File: src/rtl/squash_input_conditioner.sv
// -----------------------------------------------------------------------------
// squash_input_conditioner
//
// Conditions the four raw board buttons before they reach the squash game
// core. Each button is first synchronised into clk with two flops, then
// debounced by a counter. The debounced levels become the core's control
// inputs:
//   - pause:    a run/pause toggle, or a momentary level when the toggle
//               option is not built
//   - new game: a one-clock active-low pulse for each accepted press
//   - up/down:  debounced levels, both forced released while both are held
//
// Build option:
//   SQUASH_PAUSE_TOGGLE_EN  defined   -> each pause press toggles run/pause,
//                                        and a new-game press always resumes.
//                           undefined -> pause_n follows the debounced pause
//                                        button (paused only while held).
//
// Parameters:
//   DEBOUNCE_CYCLES  consecutive stable clocks needed to accept a new level
//                    (minimum 2)
//   CNT_W            debounce counter width, 2**CNT_W > DEBOUNCE_CYCLES
//
// Ports:
//   clk             in   pixel clock shared with the game core
//   reset           in   synchronous, active-high
//   btn_pause_n     in   raw pause button, active-low, asynchronous
//   btn_new_game_n  in   raw new-game button, active-low, asynchronous
//   btn_up_n        in   raw up button, active-low, asynchronous
//   btn_down_n      in   raw down button, active-low, asynchronous
//   pause_n         out  0 = game paused, registered
//   new_game_n      out  one-clock low pulse per accepted press, registered
//   up_key_n        out  debounced up level, active-low, registered
//   down_key_n      out  debounced down level, active-low, registered
// -----------------------------------------------------------------------------
module squash_input_conditioner #(
  parameter int DEBOUNCE_CYCLES = 250000,
  parameter int CNT_W           = 18
) (
  input  logic clk,
  input  logic reset,
  input  logic btn_pause_n,
  input  logic btn_new_game_n,
  input  logic btn_up_n,
  input  logic btn_down_n,
  output logic pause_n,
  output logic new_game_n,
  output logic up_key_n,
  output logic down_key_n
);

  localparam int NB          = 4;
  localparam int BTN_PAUSE   = 0;
  localparam int BTN_NEWGAME = 1;
  localparam int BTN_UP      = 2;
  localparam int BTN_DOWN    = 3;

  localparam logic [CNT_W-1:0] CNT_LAST = CNT_W'(DEBOUNCE_CYCLES - 1);

  logic [NB-1:0]    raw;
  logic [NB-1:0]    s1;
  logic [NB-1:0]    s2;
  logic [NB-1:0]    st;
  logic [NB-1:0]    st_nxt;
  logic [CNT_W-1:0] cnt     [NB];
  logic [CNT_W-1:0] cnt_nxt [NB];

  assign raw = {btn_down_n, btn_up_n, btn_new_game_n, btn_pause_n};

  // ---------------------------------------------------------------------------
  // Two-flop synchronisers. Reset to 1 so every button reads as released.
  // ---------------------------------------------------------------------------
  // NOTE: clocked state uses non-blocking (<=) so every flop samples the
  // pre-edge value of its source; blocking here would collapse s1/s2 into one.
  always_ff @(posedge clk) begin
    if (reset) begin
      s1 <= '1;
      s2 <= '1;
    end else begin
      s1 <= raw;
      s2 <= s1;
    end
  end

  // ---------------------------------------------------------------------------
  // Debounce. A level is accepted only after DEBOUNCE_CYCLES consecutive
  // clocks of disagreement with the stable state; any sample that matches
  // the stable state clears the count, so a bounce earns no partial credit.
  // The counter stops at CNT_LAST and can never wrap.
  // ---------------------------------------------------------------------------
  // NOTE: every combinational output is given a default before the branches,
  // so no path leaves it unassigned and no latch is inferred.
  always_comb begin
    st_nxt = st;
    for (int b = 0; b < NB; b++) begin
      cnt_nxt[b] = '0;
      if (s2[b] != st[b]) begin
        if (cnt[b] == CNT_LAST) begin
          st_nxt[b] = s2[b];
        end else begin
          cnt_nxt[b] = cnt[b] + 1'b1;
        end
      end
    end
  end

  // NOTE: cnt is a handful of flops, not a RAM, so it is reset with the rest
  // of the state; a reset mid-debounce must discard any partial count.
  always_ff @(posedge clk) begin
    if (reset) begin
      st  <= '1;
      cnt <= '{default: '0};
    end else begin
      st  <= st_nxt;
      cnt <= cnt_nxt;
    end
  end

  // ---------------------------------------------------------------------------
  // Press qualification. The stable state resets to "released", so a button
  // held through reset would otherwise look like a fresh press once its low
  // level is accepted. A press detector is armed only after it has seen a
  // genuine released sample: s2 carries real button data from the second
  // clock after reset, tracked by sync_vld.
  // ---------------------------------------------------------------------------
  logic [1:0] sync_vld;

  always_ff @(posedge clk) begin
    if (reset) sync_vld <= 2'b00;
    else       sync_vld <= {sync_vld[0], 1'b1};
  end

  logic newgame_prev;
  logic newgame_armed;
  logic press_newgame;

  assign press_newgame = newgame_armed & newgame_prev & ~st[BTN_NEWGAME];

  always_ff @(posedge clk) begin
    if (reset) begin
      newgame_prev  <= 1'b1;
      newgame_armed <= 1'b0;
      new_game_n    <= 1'b1;
    end else begin
      newgame_prev  <= st[BTN_NEWGAME];
      newgame_armed <= newgame_armed |
                       (sync_vld[1] & s2[BTN_NEWGAME] & st[BTN_NEWGAME]);
      new_game_n    <= ~press_newgame;
    end
  end

  // ---------------------------------------------------------------------------
  // Pause.
  // ---------------------------------------------------------------------------
`ifdef SQUASH_PAUSE_TOGGLE_EN
  logic pause_prev;
  logic pause_armed;
  logic press_pause;

  assign press_pause = pause_armed & pause_prev & ~st[BTN_PAUSE];

  always_ff @(posedge clk) begin
    if (reset) begin
      pause_prev  <= 1'b1;
      pause_armed <= 1'b0;
    end else begin
      pause_prev  <= st[BTN_PAUSE];
      pause_armed <= pause_armed |
                     (sync_vld[1] & s2[BTN_PAUSE] & st[BTN_PAUSE]);
    end
  end

  // pause_n is the paused flag held inverted in its own flop, so the output
  // is registered with no logic behind it. A new-game press outranks a
  // simultaneous pause press: a new game always starts running.
  always_ff @(posedge clk) begin
    if (reset) begin
      pause_n <= 1'b1;
    end else if (press_newgame) begin
      pause_n <= 1'b1;
    end else if (press_pause) begin
      pause_n <= ~pause_n;
    end
  end
`else
  // Momentary pause: paused only while the debounced button is held.
  always_ff @(posedge clk) begin
    if (reset) pause_n <= 1'b1;
    else       pause_n <= st[BTN_PAUSE];
  end
`endif

  // ---------------------------------------------------------------------------
  // Paddle keys. With both keys held, both are reported released so the
  // paddle stays still instead of depending on the core's priority.
  // ---------------------------------------------------------------------------
  logic both_pressed;

  assign both_pressed = ~st[BTN_UP] & ~st[BTN_DOWN];

  always_ff @(posedge clk) begin
    if (reset) begin
      up_key_n   <= 1'b1;
      down_key_n <= 1'b1;
    end else begin
      up_key_n   <= st[BTN_UP]   | both_pressed;
      down_key_n <= st[BTN_DOWN] | both_pressed;
    end
  end

endmodule

File: config.mk
export PLATFORM = sky130hd
export DESIGN_NAME = squash_input_conditioner
export DESIGN_NICKNAME = d
export VERILOG_FILES = /design/src/rtl/squash_input_conditioner.sv
export SDC_FILE = /design/constraint.sdc
export NUM_CORES = 1
export LEC_CHECK = 0
export CORE_MARGIN = 2
export CORE_UTILIZATION = 37
export CTS_CLUSTER_SIZE = 10
export DETAILED_ROUTE_END_ITERATION = 12
export MAX_ROUTING_LAYER = met4
export SKIP_CTS_REPAIR_TIMING = 1
export SYNTH_ARGS = -nofsm -noshare
export SYNTH_HDL_FRONTEND = slang
export SYNTH_SLANG_ARGS = --single-unit
File: constraint.sdc
create_clock -name clk -period 4.45 [get_ports clk]
set_clock_uncertainty 0.05 [all_clocks]
set_input_delay 0.89 -clock clk [delete_from_list [all_inputs] [get_ports clk]]
set_output_delay 0.89 -clock clk [all_outputs]
set_load 0.01 [all_outputs]
After elaboration in Yosys (flattened, before gate mapping). Index checks and enable logic that the tools add are counted. W data, S select, Z words.

Add/sub/neg operators: 4. Reductions and logical operators: 8. Eq/ne operators: 8. Bitwise operators: 16. Muxes and demuxes: 1.

Operators by type and width (count): $add A18 B1 Y18 const B (4); $eq A18 B18 Y1 const B (4); $reduce_or A3 Y1 (4); $not A1 Y1 (8); $reduce_and A2 Y1 (4); $and A1 B1 Y1 (5); $ne A1 B1 Y1 (4); $or A1 B1 Y1 (3); $mux W1 (1).

Bits in registers: 92. Word-level logic and storage cells: 55.

Longest topological paths before layout.
Depth in word-level cells: 3. Depth in mapped cells: 6. Mapped depth without buffers: 5.

Worst setup path before layout. Ideal clock, no wire load.

Path kind: input port to flip-flop. Start: in reset. End: reg cnt[27] (netlist bit). Setup slack: 2.473 ns. Required time: 4.272 ns. Arrival time: 1.800 ns. Library setup time: 0.128 ns. Stages on the path: 5. Path buffers: 2. Cells stage by stage: clkbuf_1 > inv_1 > o211ai_2 > clkbuf_1 > nor2_1.

Longest elaborated chain between the ends: 1.

RTL lines: start, declared (line 41) `input logic reset,`; $reduce_or A3 Y1 (no line); end signal, assigned (line 115) `cnt <= cnt_nxt;`; end, declared (line 65) `logic [CNT_W-1:0] cnt [NB];`.

Every way passes these cells. A chain may end at the register's enable or synchronous reset.

Worst setup path after layout.
Start: in reset. End: reg cnt[34] (netlist bit).

Same word-level chain as after synthesis.

==> impl_metrics.tcl <==
set metrics [dict create \
    synth_area_leaders "dfxtp_1 47%, xnor2_1 11%, nor2_1 8.5%" \
    root_buffer "clkbuf_8" \
    cts_buffer_depth 2 \
    power_density_nw_per_um2 326 \
    slew_violations 0 \
    grt_pass1_vias 2687 \
    synth_cell_types 38 \
    fmax_mhz 434 \
    synthSimpleGateAreaFrac_pct 29.7 \
    synth_top_family_by_area "simple AND/OR/NAND/NOR gates" \
    diodes 0 \
    synth_xor_area_share_pct 13.9 \
    muxShareOfSynthArea_pct 0.769 \
    worst_slew_pin_slew_ps 1010 \
    synth_fa_ha_area_share_pct 1.28 \
    vias 2855 \
    synth_seq_area_share_pct 47.2 \
    viasPerCell 4.89 \
    drc_errors 0 \
    critPathCaptureType "flip-flop" \
    gr-total-overflow 0 \
    port_buffers 9 \
    final_cells 584 \
    cp.required_ps 4610 \
    antenna_found_initial 0 \
    crit_type "in -> reg" \
    die_w_um 107 \
    path_clk_slew_ps 90 \
    finalCriticalPeriod_ps 2300 \
    synthFlopType "dfxtp_1" \
    nets 454 \
    grt_usage_pct 13.5 \
    worstPathArrival_ps 2470 \
    grt_pass1_wl_um 12100 \
    start_kind "input pin" \
    hpwl_um 4770 \
    synth_edf_count 0 \
    n_fill_cell 1049 \
    leakage_nw 1.20 \
    final_cell_mix "92 x dfxtp_1, 88 x nor2_1, 48 x xnor2_1" \
    yosysTopAreaCellShare_pct 47.2 \
    initial_core_util_pct 38.0 \
    rsz0062_at_grt "no" \
    async_reset_ff_share_pct 0 \
    hold_ws_ps 353 \
    wl_per_cell_um 11.9 \
    synth_compound_area_share_pct 4.65 \
    max_cap_viol_count 0 \
    cts_tree "built" \
    ys_ff_latch 92 \
    slew_headroom_pct 32.3 \
    core_area_sq_um 10300 \
    num_rows 37 \
    first_pass_iters 4 \
    hold_viol_final 0 \
    fin_crit_sh_pct 51.8 \
    io_pins 10 \
    place.gp.congestion 0.754 \
    die_h_um 107 \
    drt_wl_total_um 6960 \
    syn_avg_cell_area_sq_um 9.00 \
    clk_latency_ps 350 \
    die_area_sq_um 11400 \
    yosys_warnings 0 \
    htree_levels 3 \
    fin_setup_tns_ps 0 \
    crit_fanout 19 \
    dp.cells 569 \
    min-delay-path-class "reg -> reg" \
    drive_gt1_share_pct 7.59 \
    clock-sinks 92 \
    ant_nets 0 \
    status "finished clean" \
    syn_to_final_growth_pct 10.3 \
    grt_max_degree 20 \
    netlist_instances 434 \
    syn_nets 444 \
    final_common_cell "dfxtp_1" \
    numCtsBuffers 9 \
    synth_area_leader_cell "dfxtp_1" \
    netlist_area_sq_um 3900 \
    ir_drop_v 0.000137 \
    setup_viol 0 \
    drt_iter0_drc 42 \
]
## registers in the layout, summed over array words and instances, names as in the netlist
| register | flops |
|---|---|
| cnt | 72 |
| newgame_armed | 1 |
| new_game_n | 1 |
| s1 | 4 |
| newgame_prev | 1 |
| down_key_n | 1 |
| sync_vld | 2 |
| st | 4 |
| s2 | 4 |
| pause_n | 1 |
| up_key_n | 1 |
## metal layers
layer	global-route usage, %	vias to the layer above	routed length, um	part of all wire (%)
met5	-	-	0	0
met4	5.29	0	96	1.4
met3	2.80	10	130	1.9
met2	20.7	25	3040	44
met1	17.5	1293	3690	53
li1	-	1527	-	-
## critical path: stages
cell	delay [ps]
clkdlybuf4s50_1	830
inv_1	260
o211ai_2	360
nor2_1	120
## where the power goes
part | total (mW) | internal (mW) | switching [mW] | leakage (nW)
combinational | 0.0218 | 0.00975 | 0.0120 | 0.361
sequential | 0.832 | 0.828 | 0.00311 | 0.744
clock | 0.550 | 0.271 | 0.278 | 0.0914
total | 1.40 | 1.11 | 0.293 | 1.20
## synthesized netlist by cell type, types with 7 or more instances
| master | instances |
|---|---|
| clkbuf_1 | 7 |
| dfxtp_1 | 92 |
| inv_1 | 13 |
| nand2_1 | 26 |
| nand3_1 | 26 |
| nand4_1 | 19 |
| nor2_1 | 88 |
| nor3_1 | 13 |
| nor4_1 | 25 |
| or2_2 | 11 |
| xnor2_1 | 48 |
| xor2_1 | 14 |
## logic make-up (layout without fill, tap and decap cells)
logic type                 Yosys count  after routing
xor gates and xnor gates            62             62
muxes                                3              3
AOI/OAI and AO/OA                   19             19
buffers and inverters               23             37
adders and majority gates            4              4
and+or+nand+nor                    231            231
DFF                                 92             92
## worst paths after layout
check / from / end / slack, ps / cells past startpoint
setup / recovery: reset / cnt[34] / 2150 / 4
hold / removal: newgame_prev / new_game_n / 350 / 1
setup reg to reg: cnt[36] / cnt[51] / 2270 / 4
hold reg to reg: newgame_prev / new_game_n / 350 / 1
## per-stage QoR
step                instance area, sq um  util [%]  setup WS (ps)  power (mW)
finish                              4310      41.9           2150        1.40
detailed placement                  4120      40.0           1750       0.873
global placement                    4120      40.0           1830       0.873
floorplan                           3910         -           2470       0.866
global route                        4310      41.9           1960        1.46
CTS                                 4310      41.9           2130        1.42
## area by class of cell
| type | instances | area, sq um | share of cell area (%) |
|---|---|---|---|
| inverters | 13 | 48.8 | 1.13 |
| clock buffers | 11 | 141 | 3.28 |
| multi-input cells | 319 | 1960 | 45.6 |
| flip-flops and latches | 92 | 1840 | 42.8 |
| well taps | 136 | 170 | 3.95 |
| clock inverters | 4 | 50.0 | 1.16 |
| repair buffers | 9 | 90.1 | 2.09 |
No activity file was read; power rests on OpenSTA's default activity.
==> RTL edit, RTL diff (config.mk and constraints unchanged) <==
Put one more register stage on the output `up_key_n`, with the module's reset. The value now appears one clock later. The other outputs are not delayed to match. Comments in the files are not updated.
--- a/src/rtl/squash_input_conditioner.sv
+++ b/src/rtl/squash_input_conditioner.sv
@@ -57,6 +57,8 @@
 
   localparam logic [CNT_W-1:0] CNT_LAST = CNT_W'(DEBOUNCE_CYCLES - 1);
 
+  logic up_key_n_s0;
+
   logic [NB-1:0]    raw;
   logic [NB-1:0]    s1;
   logic [NB-1:0]    s2;
@@ -200,13 +202,21 @@
 
   always_ff @(posedge clk) begin
     if (reset) begin
-      up_key_n   <= 1'b1;
+      up_key_n_s0 <= 1'b1;
       down_key_n <= 1'b1;
     end else begin
-      up_key_n   <= st[BTN_UP]   | both_pressed;
+      up_key_n_s0 <= st[BTN_UP]   | both_pressed;
       down_key_n <= st[BTN_DOWN] | both_pressed;
     end
   end
 
+  always_ff @(posedge clk) begin
+    if (reset) begin
+      up_key_n <= '0;
+    end else begin
+      up_key_n <= up_key_n_s0;
+    end
+  end
+
 endmodule
 
Check against the original RTL: not equivalent (a bounded check fails within 4 cycles, from zero or initial values and one cycle with reset high).
==> RTL edit against the unedited design <==
Power increased by 7.6%; via count is 2.2% higher; sequential cell count up 1; highest routed layer unchanged; sequential power grew 1%; register-to-register slack got worse by 0.10 ns; critical endpoint is now cnt[35]$_SDFF_PP0_; synthesized area grew 0.70%; setup slack lost 0.076 ns; final area is 1.0% higher; critical path type unchanged; critical path depth stayed put; wire length is 2.4% lower; synthesized cell count rose by 0.23%.
==> RTL edit: results (changes against the unedited design) <==
metric	value	unit	change
r2r_start	cnt[18]$_SDFF_PP0_		was cnt[36]$_SDFF_PP0_
cp-startpoint	reset		unchanged
critPathArrivalTime	2.60	ns	was 2.47 ns
r2r-end	cnt[22]$_SDFF_PP0_		was cnt[51]$_SDFF_PP0_
grt_use_total	13.2	%	was 13.5%
cts_buffers	9		unchanged
pg_clk	0.646	mW	was 0.550 mW
drt_iter0_markers	108		was 42
cts_root_buffer	clkbuf_8		unchanged
synthTopCellsByArea	dfxtp_1 (47%), xnor2_1 (8.7%), nor2_1 (7.8%), xor2_1 (4.2%), nand3_1 (3.4%)		was dfxtp_1 (47%), xnor2_1 (11%), nor2_1 (8.5%), nor4_1 (4.0%), nand3_1 (3.3%)
largest_reg_flops	72		unchanged
dpl_cell_area	4120	µm²	about the same
power_leakage	1.24	nW	was 1.20 nW
clk_pin_slew	0.09	ns	about the same
status	complete, no violations		unchanged
nets	452		was 454
r2r_cells	5		was 4
fin_hold_ws	0.344	ns	was 0.353 ns
antenna_found_initial	0		unchanged
synthArstFlopShare	0	%	unchanged
total_power	1.51	mW	was 1.40 mW
synth_ff_type	dfxtp_1		unchanged
whs_path_depth	1		unchanged
synth_seq_cells	93		was 92
cp-endpoint	cnt[35]$_SDFF_PP0_		was cnt[34]$_SDFF_PP0_
ys_top_cells_by_count	dfxtp_1 (93), nor2_1 (82), xnor2_1 (39)		was dfxtp_1 (92), nor2_1 (88), xnor2_1 (48)
hold_end	new_game_n$_SDFF_PP1_		unchanged
drive_above_1_share	6.95	%	was 7.59%
cp_max_fo	20		was 19
holdCritStartpoint	newgame_prev$_SDFF_PP1_		unchanged
dpl.hpwl	4630	µm	was 4770 µm
peakVddDrop	0.000209	V	was 0.000137 V
hold_path.class	reg2reg		unchanged
clock_latency	0.35	ns	about the same
yosysWarnings	0		unchanged
vias	2918		was 2,855
fillCellCount	1016		was 1,049
place.gp.congestion	0.765		was 0.754
seq_area_frac_synth	47.3	%	was 47.2%
htreeDepth	3		unchanged
r2r_slack	2.17	ns	was 2.27 ns
grt_max_degree	21		was 20
tightest_slew	0.954	ns	was 1.01 ns
grt_pass1_wl	12100	µm	about the same
totalWireLength	6790	µm	was 6960 µm
pwr-share-seq	55.7	%	was 59.3%
p_sw	0.292	mW	was 0.293 mW
grt_pass1_vias	2711		was 2,687
io_buffers	9		unchanged
yosysUniqueCellTypes	39		was 38
regMostFlops	cnt		unchanged
[RTL edit: cell types whose count changed after synthesis, moves of 4 or more]
cell / delta
a21oi_1: +4
xor2_1: +5
nor2_1: -6
o21ai_0: +4
xnor2_1: -9
or3_1: +4
nor4_1: -6
[RTL edit: logic make-up after synthesis]
family	synth area share [%]
AO/OA/AOI/OAI	5.63
XOR/XNOR	12.9
adder cells (fa/ha/maj)	1.27
buffers and inverters	2.83
flip-flops	47.3
multiplexers	0.764
AND/OR/NAND/NOR	29.2
[RTL edit: per-layer routing]
layer | wire length, µm | track usage, % | vias up
li1 | - | - | 1523
met5 | 0 | - | -
met2 | 3030 | 20.3 | 29
met1 | 3550 | 17.3 | 1359
met4 | 68 | 5.10 | 0
met3 | 137 | 2.49 | 7
[RTL edit: final cells by class]
cell class | instances | area (µm²) | area share, %
Clock buffer | 10 | 128 | 2.93
Clock inverter | 5 | 100 | 2.30
Inverter | 11 | 41.3 | 0.949
Multi-Input combinational cell | 318 | 1960 | 45.0
Sequential cell | 93 | 1860 | 42.8
Tap cell | 136 | 170 | 3.91
Timing Repair Buffer | 9 | 90.1 | 2.07
[RTL edit: stage by stage]
stage,util (%),std cells,setup slack (ns)
3_3_place_gp,39.9,567,1.81
5_1_grt,42.1,582,1.89
3_5_place_dp,39.9,567,1.69
6_report,42.1,582,2.07
2_1_floorplan,-,435,2.58
4_1_cts,42.1,582,2.08
[RTL edit: worst max-delay path, cell delays in order]
cell             delay (ns)
clkdlybuf4s50_1        0.73
inv_1                  0.34
o211ai_2               0.39
a21oi_1                0.24
